### config.mk
export PLATFORM = sky130hd
export DESIGN_NAME = stack_pointer_adder
export DESIGN_NICKNAME = d
export VERILOG_FILES = /design/src/rtl/stack_pointer_adder.sv
export SDC_FILE = /design/constraint.sdc
export NUM_CORES = 1
export LEC_CHECK = 0
export CELL_PAD_IN_SITES_DETAIL_PLACEMENT = 2
export CELL_PAD_IN_SITES_GLOBAL_PLACEMENT = 2
export CORE_MARGIN = 1.5
export CORE_UTILIZATION = 20
export DETAILED_ROUTE_END_ITERATION = 7
export HOLD_SLACK_MARGIN = 0.15
export PLACE_DENSITY_LB_ADDON = 0.1
export RECOVER_POWER = 50
export SYNTH_ARGS = -nofsm -noshare
export SYNTH_HDL_FRONTEND = slang
export SYNTH_SLANG_ARGS = --single-unit
### constraint.sdc
create_clock -name clk -period 1.7 [get_ports clk]
set_clock_uncertainty 0.15 [all_clocks]
set_input_delay 0.51 -clock clk [delete_from_list [all_inputs] [get_ports clk]]
set_output_delay 0.51 -clock clk [all_outputs]
set_load 0.02 [all_outputs]
### src/rtl/stack_pointer_adder.sv
// -----------------------------------------------------------------------------
// stack_pointer_adder
//
// Stack-pointer post-adjust unit. It sits between the SP register read port and
// the SP write-back mux. On a return it adds STEP to the incoming pointer.
// Otherwise it forwards the pointer unchanged. The result is registered, so
// there is exactly one clock of latency and no combinational input-to-output
// path.
//
// Parameters
//   W    : stack-pointer width in bits (2..64)
//   STEP : unsigned increment applied on a return (must be < 2^W)
//
// Ports
//   clk          : system clock, rising-edge active
//   rst          : synchronous active-high reset, priority over all inputs
//   input_stack  : current stack-pointer value
//   ret_enable   : 1 = return in progress (add STEP), 0 = pass through
//   output_stack : registered adjusted stack pointer
//   sp_wrap      : registered carry-out of the last addition (0 on pass-through)
// -----------------------------------------------------------------------------
module stack_pointer_adder #(
    parameter int                W    = 16,
    parameter longint unsigned   STEP = 1
) (
    input  logic         clk,
    input  logic         rst,
    input  logic [W-1:0] input_stack,
    input  logic         ret_enable,
    output logic [W-1:0] output_stack,
    output logic         sp_wrap
);

    // STEP zero-extended to the W+1 bit adder width.
    localparam logic [W:0] STEP_EXT = (W+1)'(STEP);

    logic [W:0]   sum_next;
    logic [W-1:0] output_stack_reg;
    logic [W-1:0] output_stack_next;
    logic         sp_wrap_reg;
    logic         sp_wrap_next;

    // Unsigned W+1 bit sum: low W bits are the new pointer, bit W is the carry.
    always_comb begin
        sum_next          = {1'b0, input_stack} + STEP_EXT;
        output_stack_next = input_stack;
        sp_wrap_next      = 1'b0;
        if (ret_enable) begin
            output_stack_next = sum_next[W-1:0];
            sp_wrap_next      = sum_next[W];
        end
    end

    always_ff @(posedge clk) begin
        if (rst) begin
            output_stack_reg <= '0;
            sp_wrap_reg      <= 1'b0;
        end else begin
            output_stack_reg <= output_stack_next;
            sp_wrap_reg      <= sp_wrap_next;
        end
    end

    assign output_stack = output_stack_reg;
    assign sp_wrap      = sp_wrap_reg;

endmodule

==> metrics.cfg, run 1 <==
[run_status]
outcome = finished clean

[critical_path]
worstPathMaxFanout = 6
required_ns = 1.70
path_class = primary input to flip-flop
cp.arrival_ns = 1.69
end_kind = flip-flop
startpoint_type = primary input

[synthesis]
synthTopCellsByArea = dfxtp_1 (42%), nor2_1 (4.6%), mux2_1 (4.2%)
syn_area_sq_um = 810
yosysTopAreaCellShare_pct = 42.0
synth_largest_area_cell = dfxtp_1
synth_seq_cells = 17
synth_nets = 108
synthDistinctLibCells = 29
avgSynthCellArea_sq_um = 9.20
yosysSeqAreaShare_pct = 42.0
netlist_instances = 88
yosysWarnings = 0

[pwr]
power_leakage_nw = 0.708
vdd_drop_max_mv = 0.522
p_total_w = 0.000990
powerDensity_nw_per_um2 = 617

[global_routing]
grt_pass1_wl_mm = 5.00
grt_overflow_total = 0
grt.total_usage_pct = 15.2
grt_max_degree = 12
antenna_found_initial = 0
grt_pass1_vias = 1023

[route]
remaining_drc_errors = 0
wirelength_mm = 3.17
drtIter0Drc = 5
ant_nets = 0
num_vias = 917
firstDrtPassIters = 4
post_drt_wl_per_cell_microns = 15.8
viasPerCell = 4.59

[finish]
fin_nets = 173
syn_to_final_growth_pct = 98.1
diodes = 0
drive_above_1_share_pct = 41.4
final.fill_count = 394
fin_util_pct = 42.5
final_cells = 200
final_cell_mix = dlygate4sd2_1 (23), buf_4 (22), dfxtp_1 (17)
largest_register_ffs = 16
layout_commonest_cell = dlygate4sd2_1

[place]
place_ws_ns = -0.614
hpwl_mm = 2.14
portBuffers = 35
gp_congestion = 0.726
place_inst = 190

[die]
die_y_microns = 66.6
ios = 36
die_area_sq_um = 4440
design.core.area_sq_um = 3770
start_util_pct = 21.5
rows = 22
die_x_microns = 66.6

[sta]
layout_min_cycle_time_ns = 1.69
max_freq_mhz = 590
setup_ws_ns = 0.00574
hold_viol = 0
drv_slew = 0
worst_slew_pin_slew_ns = 0.295
setup_viol = 0
timing.final.crit_share_pct = 99.7
relSlewSlack_pct = 80.2

[run]
drv_cap = 0

[clocking]
cts_buffer_depth = 2
cts_inserted_buffers = 3
cts_root_buffer = clkbuf_8
cts_tree = built
clkSinkCount = 17
path_clk_slew_ns = 0.07
htree_levels = 1

[hold_path]
hold_class = primary input to flip-flop

==> through the flow <==
step	hold WS, ns	instance area (sq um)	setup TNS [ns]
floorplan	0.497	822	0
global placement	0.985	1390	-6.94
detailed placement	1.02	1390	-7.41
CTS	0.559	1580	0
global route	0.548	1600	-0.0917
finish	0.521	1600	0
==> per-layer routing <==
layer / part of all wire (%) / track usage (%)
met2: 53 / 27.9
met1: 41 / 17.3
met3: 4.5 / 4.39
met4: 0.98 / 3.32
met5: 0 / 0
==> critical path, cell delays in order <==
cell             delay, ns
clkdlybuf4s15_2       0.21
nand4_4               0.16
buf_12                0.18
nor4_2                0.29
mux2_1                0.34
==> cells in the mapped netlist, drive strengths merged <==
library cell,number
or2,1
nand2b,1
xor2,3
o21ai,3
o31ai,3
ha,1
clkbuf,1
nor4,5
nor2,10
xnor2,1
or3,3
a21oi,6
mux2i,2
nand3,4
dfxtp,17
nor2b,3
nand4,5
nand2,4
nor3,1
buf,3
or4,4
mux2,4
inv,3
==> final timing paths <==
kind | from | endpoint | slack, ns | cells after the start
max | input_stack[4] | output_stack[14]$_SDFF_PP0_ | 0.006 | 5
min | input_stack[0] | output_stack[1]$_SDFF_PP0_ | 0.52 | 4
==> report_power, final <==
group          total, W  switching [W]  internal, W
Clock          0.000317       0.000154     0.000163
Sequential     0.000425     0.00000471     0.000420
Combinational  0.000248       0.000131     0.000117
==> cells by family after synthesis <==
kind of cell | Yosys count | share of synthesized area [%]
xor gates and xnor gates | 4 | 4.33
muxes | 6 | 8.04
and+or+nand+nor | 41 | 31.1
buffers and inverters | 7 | 4.64
DFF | 17 | 42.0
adders and majority gates | 1 | 1.55
AOI/OAI and AO/OA | 12 | 8.35
==> what timing repair did <==
item | CTS | global route
hold buffers | 0 | 0
endpoints found under the setup margin | 29 | 10
pin swaps | 9 | 6
buffers inserted | 3 | 2
resized for setup | 69 | 9
cloned | 1 | 0
==> layout make-up <==
class                      instances  area, sq um  area share [%]
timing repair buffer              64          577            36.0
clock buffer                       3         41.3            2.57
clock inverter                     1         5.00           0.312
tap                               48         60.1            3.74
sequential                        17          340            21.2
inverter                           3         11.3           0.702
multi-input combinational         64          569            35.5
Power figures use the tool's default switching activity.
==> run 2, diff against run 1 <==
--- a/config.mk
+++ b/config.mk
@@ -13,6 +13,7 @@
 export HOLD_SLACK_MARGIN = 0.15
 export PLACE_DENSITY_LB_ADDON = 0.1
 export RECOVER_POWER = 50
+export SETUP_SLACK_MARGIN = 0.02
 export SYNTH_ARGS = -nofsm -noshare
 export SYNTH_HDL_FRONTEND = slang
 export SYNTH_SLANG_ARGS = --single-unit
==> metrics.cfg, run 2 (same netlist as run 1, synthesis figures left out) <==
[route]
viasPerCell = 4.53  ; was 4.59
num_vias = 919  ; was 917
remaining_drc_errors = 0  ; unchanged
wirelength_mm = 3.00  ; was 3.17 mm
ant_nets = 0  ; unchanged
firstDrtPassIters = 4  ; unchanged
post_drt_wl_per_cell_microns = 14.8  ; was 15.8 microns
drtIter0Drc = 21  ; was 5

[sta]
max_freq_mhz = 604  ; was 590 MHz
worst_slew_pin_slew_ns = 0.355  ; was 0.295 ns
timing.final.crit_share_pct = 97.4  ; was 99.7%
hold_viol = 0  ; unchanged
finalSetupTns_ns = 0  ; unchanged
drv_slew = 0  ; unchanged
rsz0062_at_grt = true
setup_ws_ns = 0.0446  ; was 0.00574 ns
layout_min_cycle_time_ns = 1.66  ; was 1.69 ns
relSlewSlack_pct = 76.1  ; was 80.2%
setup_viol = 0  ; unchanged

[pwr]
power_leakage_nw = 0.710  ; was 0.708 nW
p_total_w = 0.000978  ; was 0.000990 W
powerDensity_nw_per_um2 = 621  ; was 617 nW/um^2
vdd_drop_max_mv = 0.440  ; was 0.522 mV

[run_status]
outcome = finished clean  ; unchanged

[clocking]
cts_hold_buf = 0  ; unchanged
htree_levels = 1  ; unchanged
cts_buffer_depth = 2  ; unchanged
cts_tree = built  ; unchanged
cts_inserted_buffers = 3  ; unchanged
clkSinkCount = 17  ; unchanged
cts_root_buffer = clkbuf_8  ; unchanged
path_clk_slew_ns = 0.06  ; was 0.07 ns

[finish]
largest_register_ffs = 16  ; unchanged
layout_commonest_cell = buf_4  ; was dlygate4sd2_1
final_cells = 203  ; was 200
syn_to_final_growth_pct = 94.6  ; was 98.1%
diodes = 0  ; unchanged
drive_above_1_share_pct = 40.0  ; was 41.4%
final_cell_mix = buf_4 (25), dlygate4sd2_1 (24), dfxtp_1 (17)  ; was dlygate4sd2_1 (23), buf_4 (22), dfxtp_1 (17)
fin_nets = 176  ; was 173
final.fill_count = 416  ; was 394

[global_routing]
grt_pass1_wl_mm = 4.79  ; was 5.00 mm
antenna_found_initial = 0  ; unchanged
grt_overflow_total = 0  ; unchanged
grt.total_usage_pct = 14.7  ; was 15.2%
grt_max_degree = 13  ; was 12
grt_pass1_vias = 1040  ; was 1023

[critical_path]
cp.arrival_ns = 1.65  ; was 1.69 ns
end_kind = flip-flop  ; unchanged
startpoint_type = primary input  ; unchanged
path_class = primary input to flip-flop  ; unchanged
required_ns = 1.69  ; was 1.70 ns
worstPathMaxFanout = 6  ; unchanged

[die]
ios = 36  ; unchanged
design.core.area_sq_um = 3770  ; unchanged
die_x_microns = 66.6  ; unchanged
start_util_pct = 21.5  ; unchanged
die_area_sq_um = 4440  ; unchanged
rows = 22  ; unchanged
die_y_microns = 66.6  ; unchanged

[place]
gp_congestion = 0.716  ; was 0.726
hpwl_mm = 2.19  ; was 2.14 mm
place_ws_ns = -0.627  ; was -0.614 ns
place_inst = 196  ; was 190
portBuffers = 35  ; unchanged

[run]
drv_cap = 0  ; unchanged

[hold_path]
hold_class = primary input to flip-flop  ; unchanged

## run 2: per-layer routing
layer / global-route usage, % / vias up / share of wire, %
met1: 16.5 / 446 / 43
met5: 0 / - / 0
met3: 4.22 / 2 / 4.3
met4: 4.59 / 0 / 0.77
met2: 26.4 / 20 / 52
li1: - / 451 / -
## run 2: what timing repair did
item | 4_1_cts | 5_1_grt
setup buffers | 2 | 0
pin swaps | 8 | 1
cloned | 1 | 0
gates resized for setup | 66 | 6
setup endpoints to repair | 30 | 6
## run 2: worst max-delay path: stages
cell and delay (ns):
clkdlybuf4s15_2 0.21, nand4_4 0.13, buf_12 0.18, nor4_4 0.29
mux2_4 0.32
## run 2: final cells by class
| class | instances | area, sq um | area share, % |
|---|---|---|---|
| clock buffer | 3 | 41.3 | 2.62 |
| clock inverter | 1 | 5.00 | 0.318 |
| inverter | 3 | 11.3 | 0.715 |
| multi-input combinational | 64 | 544 | 34.6 |
| sequential | 17 | 340 | 21.6 |
| tap | 48 | 60.1 | 3.81 |
| timing repair buffer | 67 | 573 | 36.4 |
## run 2: final timing paths
check                          start  cells past startpoint                          end
worst min-delay path  input_stack[1]                      3   output_stack[1]$_SDFF_PP0_
worst max-delay path  input_stack[4]                      5  output_stack[13]$_SDFF_PP0_
## run 2: stage by stage
stage / hold WS (ns) / util, % / cell area [sq um]
after floorplan: 0.497 / - / 837
after global placement: 0.984 / 38.5 / 1450
after detailed placement: 1.02 / 38.5 / 1450
after CTS: 0.435 / 41.5 / 1570
after global routing: 0.462 / 41.8 / 1580
final: 0.434 / 41.8 / 1580
## run 2: report_power, final
part           total [W]  leakage (nW)  switching (W)  internal, W
combinational   0.000246         0.543       0.000126     0.000120
clock           0.000306        0.0255       0.000143     0.000163
sequential      0.000426         0.141     0.00000506     0.000421
total           0.000978         0.710       0.000275     0.000703
==> run 3, diff against run 2 <==
--- a/config.mk
+++ b/config.mk
@@ -7,6 +7,7 @@
 export LEC_CHECK = 0
 export CELL_PAD_IN_SITES_DETAIL_PLACEMENT = 2
 export CELL_PAD_IN_SITES_GLOBAL_PLACEMENT = 2
+export CORE_ASPECT_RATIO = 0.8
 export CORE_MARGIN = 1.5
 export CORE_UTILIZATION = 20
 export DETAILED_ROUTE_END_ITERATION = 7
==> metrics.cfg, run 3 (same netlist as run 1, synthesis figures left out) <==
[run]
drv_cap = 0  ; unchanged

[die]
start_util_pct = 21.1  ; was 21.5%
die_x_microns = 74.1  ; was 66.6 microns
rows = 20  ; was 22
design.core.area_sq_um = 3830  ; was 3770 sq um
die_area_sq_um = 4440  ; about the same
die_y_microns = 59.9  ; was 66.6 microns
ios = 36  ; unchanged

[global_routing]
top_usage_layer = met2  ; unchanged
grt_pass1_wl_mm = 4.45  ; was 4.79 mm
met2_usage_pct = 24.5  ; was 26.4%
grt_pass1_vias = 992  ; was 1040
antenna_found_initial = 0  ; unchanged
grt_use_met1_pct = 15.5  ; was 16.5%
grt.total_usage_pct = 13.3  ; was 14.7%
grt_use_met3_pct = 3.71  ; was 4.22%
grt_overflow_total = 0  ; unchanged
grt_max_degree = 12  ; was 13

[finish]
largest_register_ffs = 16  ; unchanged
diodes = 0  ; unchanged
drive_above_1_share_pct = 40.8  ; was 40.0%
fin_nets = 173  ; was 176
final_cells = 207  ; was 203
layout_commonest_cell = buf_4  ; unchanged
final_cell_mix = buf_4 (24), dlygate4sd2_1 (23), dfxtp_1 (17)  ; was buf_4 (25), dlygate4sd2_1 (24), dfxtp_1 (17)
syn_to_final_growth_pct = 91.7  ; was 94.6%

[route]
firstDrtPassIters = 2  ; was 4
num_vias = 906  ; was 919
remaining_drc_errors = 0  ; unchanged
drtIter0Drc = 8  ; was 21
wirelength_mm = 2.75  ; was 3.00 mm
ant_nets = 0  ; unchanged
post_drt_wl_per_cell_microns = 13.3  ; was 14.8 microns
viasPerCell = 4.38  ; was 4.53

[clocking]
cts_inserted_buffers = 3  ; unchanged
cts_hold_buf = 0  ; unchanged
cts_tree = built  ; unchanged
cts_buffer_depth = 2  ; unchanged
cts_root_buffer = clkbuf_8  ; unchanged
htree_levels = 1  ; unchanged
path_clk_slew_ns = 0.07  ; was 0.06 ns
clkSinkCount = 17  ; unchanged

[place]
place_inst = 199  ; was 196
portBuffers = 35  ; unchanged
gp_congestion = 0.680  ; was 0.716
hpwl_mm = 2.10  ; was 2.19 mm

[sta]
hold_viol = 0  ; unchanged
rsz0062_at_grt = true  ; unchanged
setup_viol = 0  ; unchanged
layout_min_cycle_time_ns = 1.65  ; was 1.66 ns
timing.final.crit_share_pct = 97.3  ; was 97.4%
max_freq_mhz = 604  ; about the same
worst_slew_pin_slew_ns = 0.301  ; was 0.355 ns
drv_slew = 0  ; unchanged
relSlewSlack_pct = 79.7  ; was 76.1%
timing.hold.ws_ns = 0.430  ; was 0.434 ns

[pwr]
powerDensity_nw_per_um2 = 631  ; was 621 nW/um^2
power_leakage_nw = 0.692  ; was 0.710 nW
vdd_drop_max_mv = 0.259  ; was 0.440 mV

[critical_path]
cp.arrival_ns = 1.69  ; was 1.65 ns
end_kind = flip-flop  ; unchanged
path_class = primary input to flip-flop  ; unchanged
required_ns = 1.73  ; was 1.69 ns
cp_cell_sequence = dlygate4sd2_1 > nand4_1 > or4_4 > nor3_2  ; was clkdlybuf4s15_2 > nand4_4 > buf_12 > nor4_4 > mux2_4
worstPathMaxFanout = 3  ; was 6
slowest_stage = or4_4  ; was mux2_4
startpoint_type = primary input  ; unchanged
cpPeakStageDelay_ns = 0.58  ; was 0.32 ns

[run_status]
outcome = finished clean  ; unchanged

[hold_path]
hold_class = primary input to flip-flop  ; unchanged

[run 3: timing repair]
action                                  in CTS  in global routing
setup buffers                                4                  0
pin swaps                                   10                  5
endpoints found under the setup margin      30                  9
resized for setup                           62                 15
cloned                                       0                  0
[run 3: worst paths after layout]
check / startpoint / endpoint / slack [ns] / cells after the start
min: input_stack[1] / output_stack[1]$_SDFF_PP0_ / 0.43 / 3
max: input_stack[11] / sp_wrap$_SDFF_PP0_ / 0.05 / 4
[run 3: layout make-up]
class,count,area [sq um]
Clock buffer,3,41.3
Clock inverter,1,5.00
Fill cell,424,2280
Inverter,3,11.3
Multi-Input combinational cell,64,559
Sequential cell,17,340
Tap cell,55,68.8
Timing Repair Buffer,64,526
[run 3: layer usage]
metal | vias up | wire, microns
li1 | 444 | -
met1 | 440 | 1170
met2 | 20 | 1440
met3 | 2 | 128
met4 | 0 | 18
met5 | - | 0
[run 3: critical path, delay by kind of cell]
family        cells  cell delay, ns
buf+inv           1            0.24
simple gates      3            0.94
[run 3: power by group]
| group | switching, W | leakage (nW) | total, W | internal [W] |
|---|---|---|---|---|
| Combinational | 0.000123 | 0.525 | 0.000235 | 0.000112 |
| Clock | 0.000155 | 0.0255 | 0.000318 | 0.000163 |
| Sequential | 0.00000488 | 0.141 | 0.000425 | 0.000420 |
| Total | 0.000283 | 0.692 | 0.000978 | 0.000696 |
[run 3: through the flow]
step	utilization (%)	setup slack [ns]	instance area [sq um]	power, W	setup TNS (ns)
2_1_floorplan	-	0.0123	837	0.000522	0
3_5_place_dp	37.0	-0.621	1420	0.000678	-7.55
4_1_cts	40.4	0.0134	1550	0.000994	0
3_3_place_gp	37.0	-0.594	1420	0.000671	-6.94
5_1_grt	40.5	0.00489	1550	0.00103	0
6_report	40.5	0.0451	1550	0.000978	0
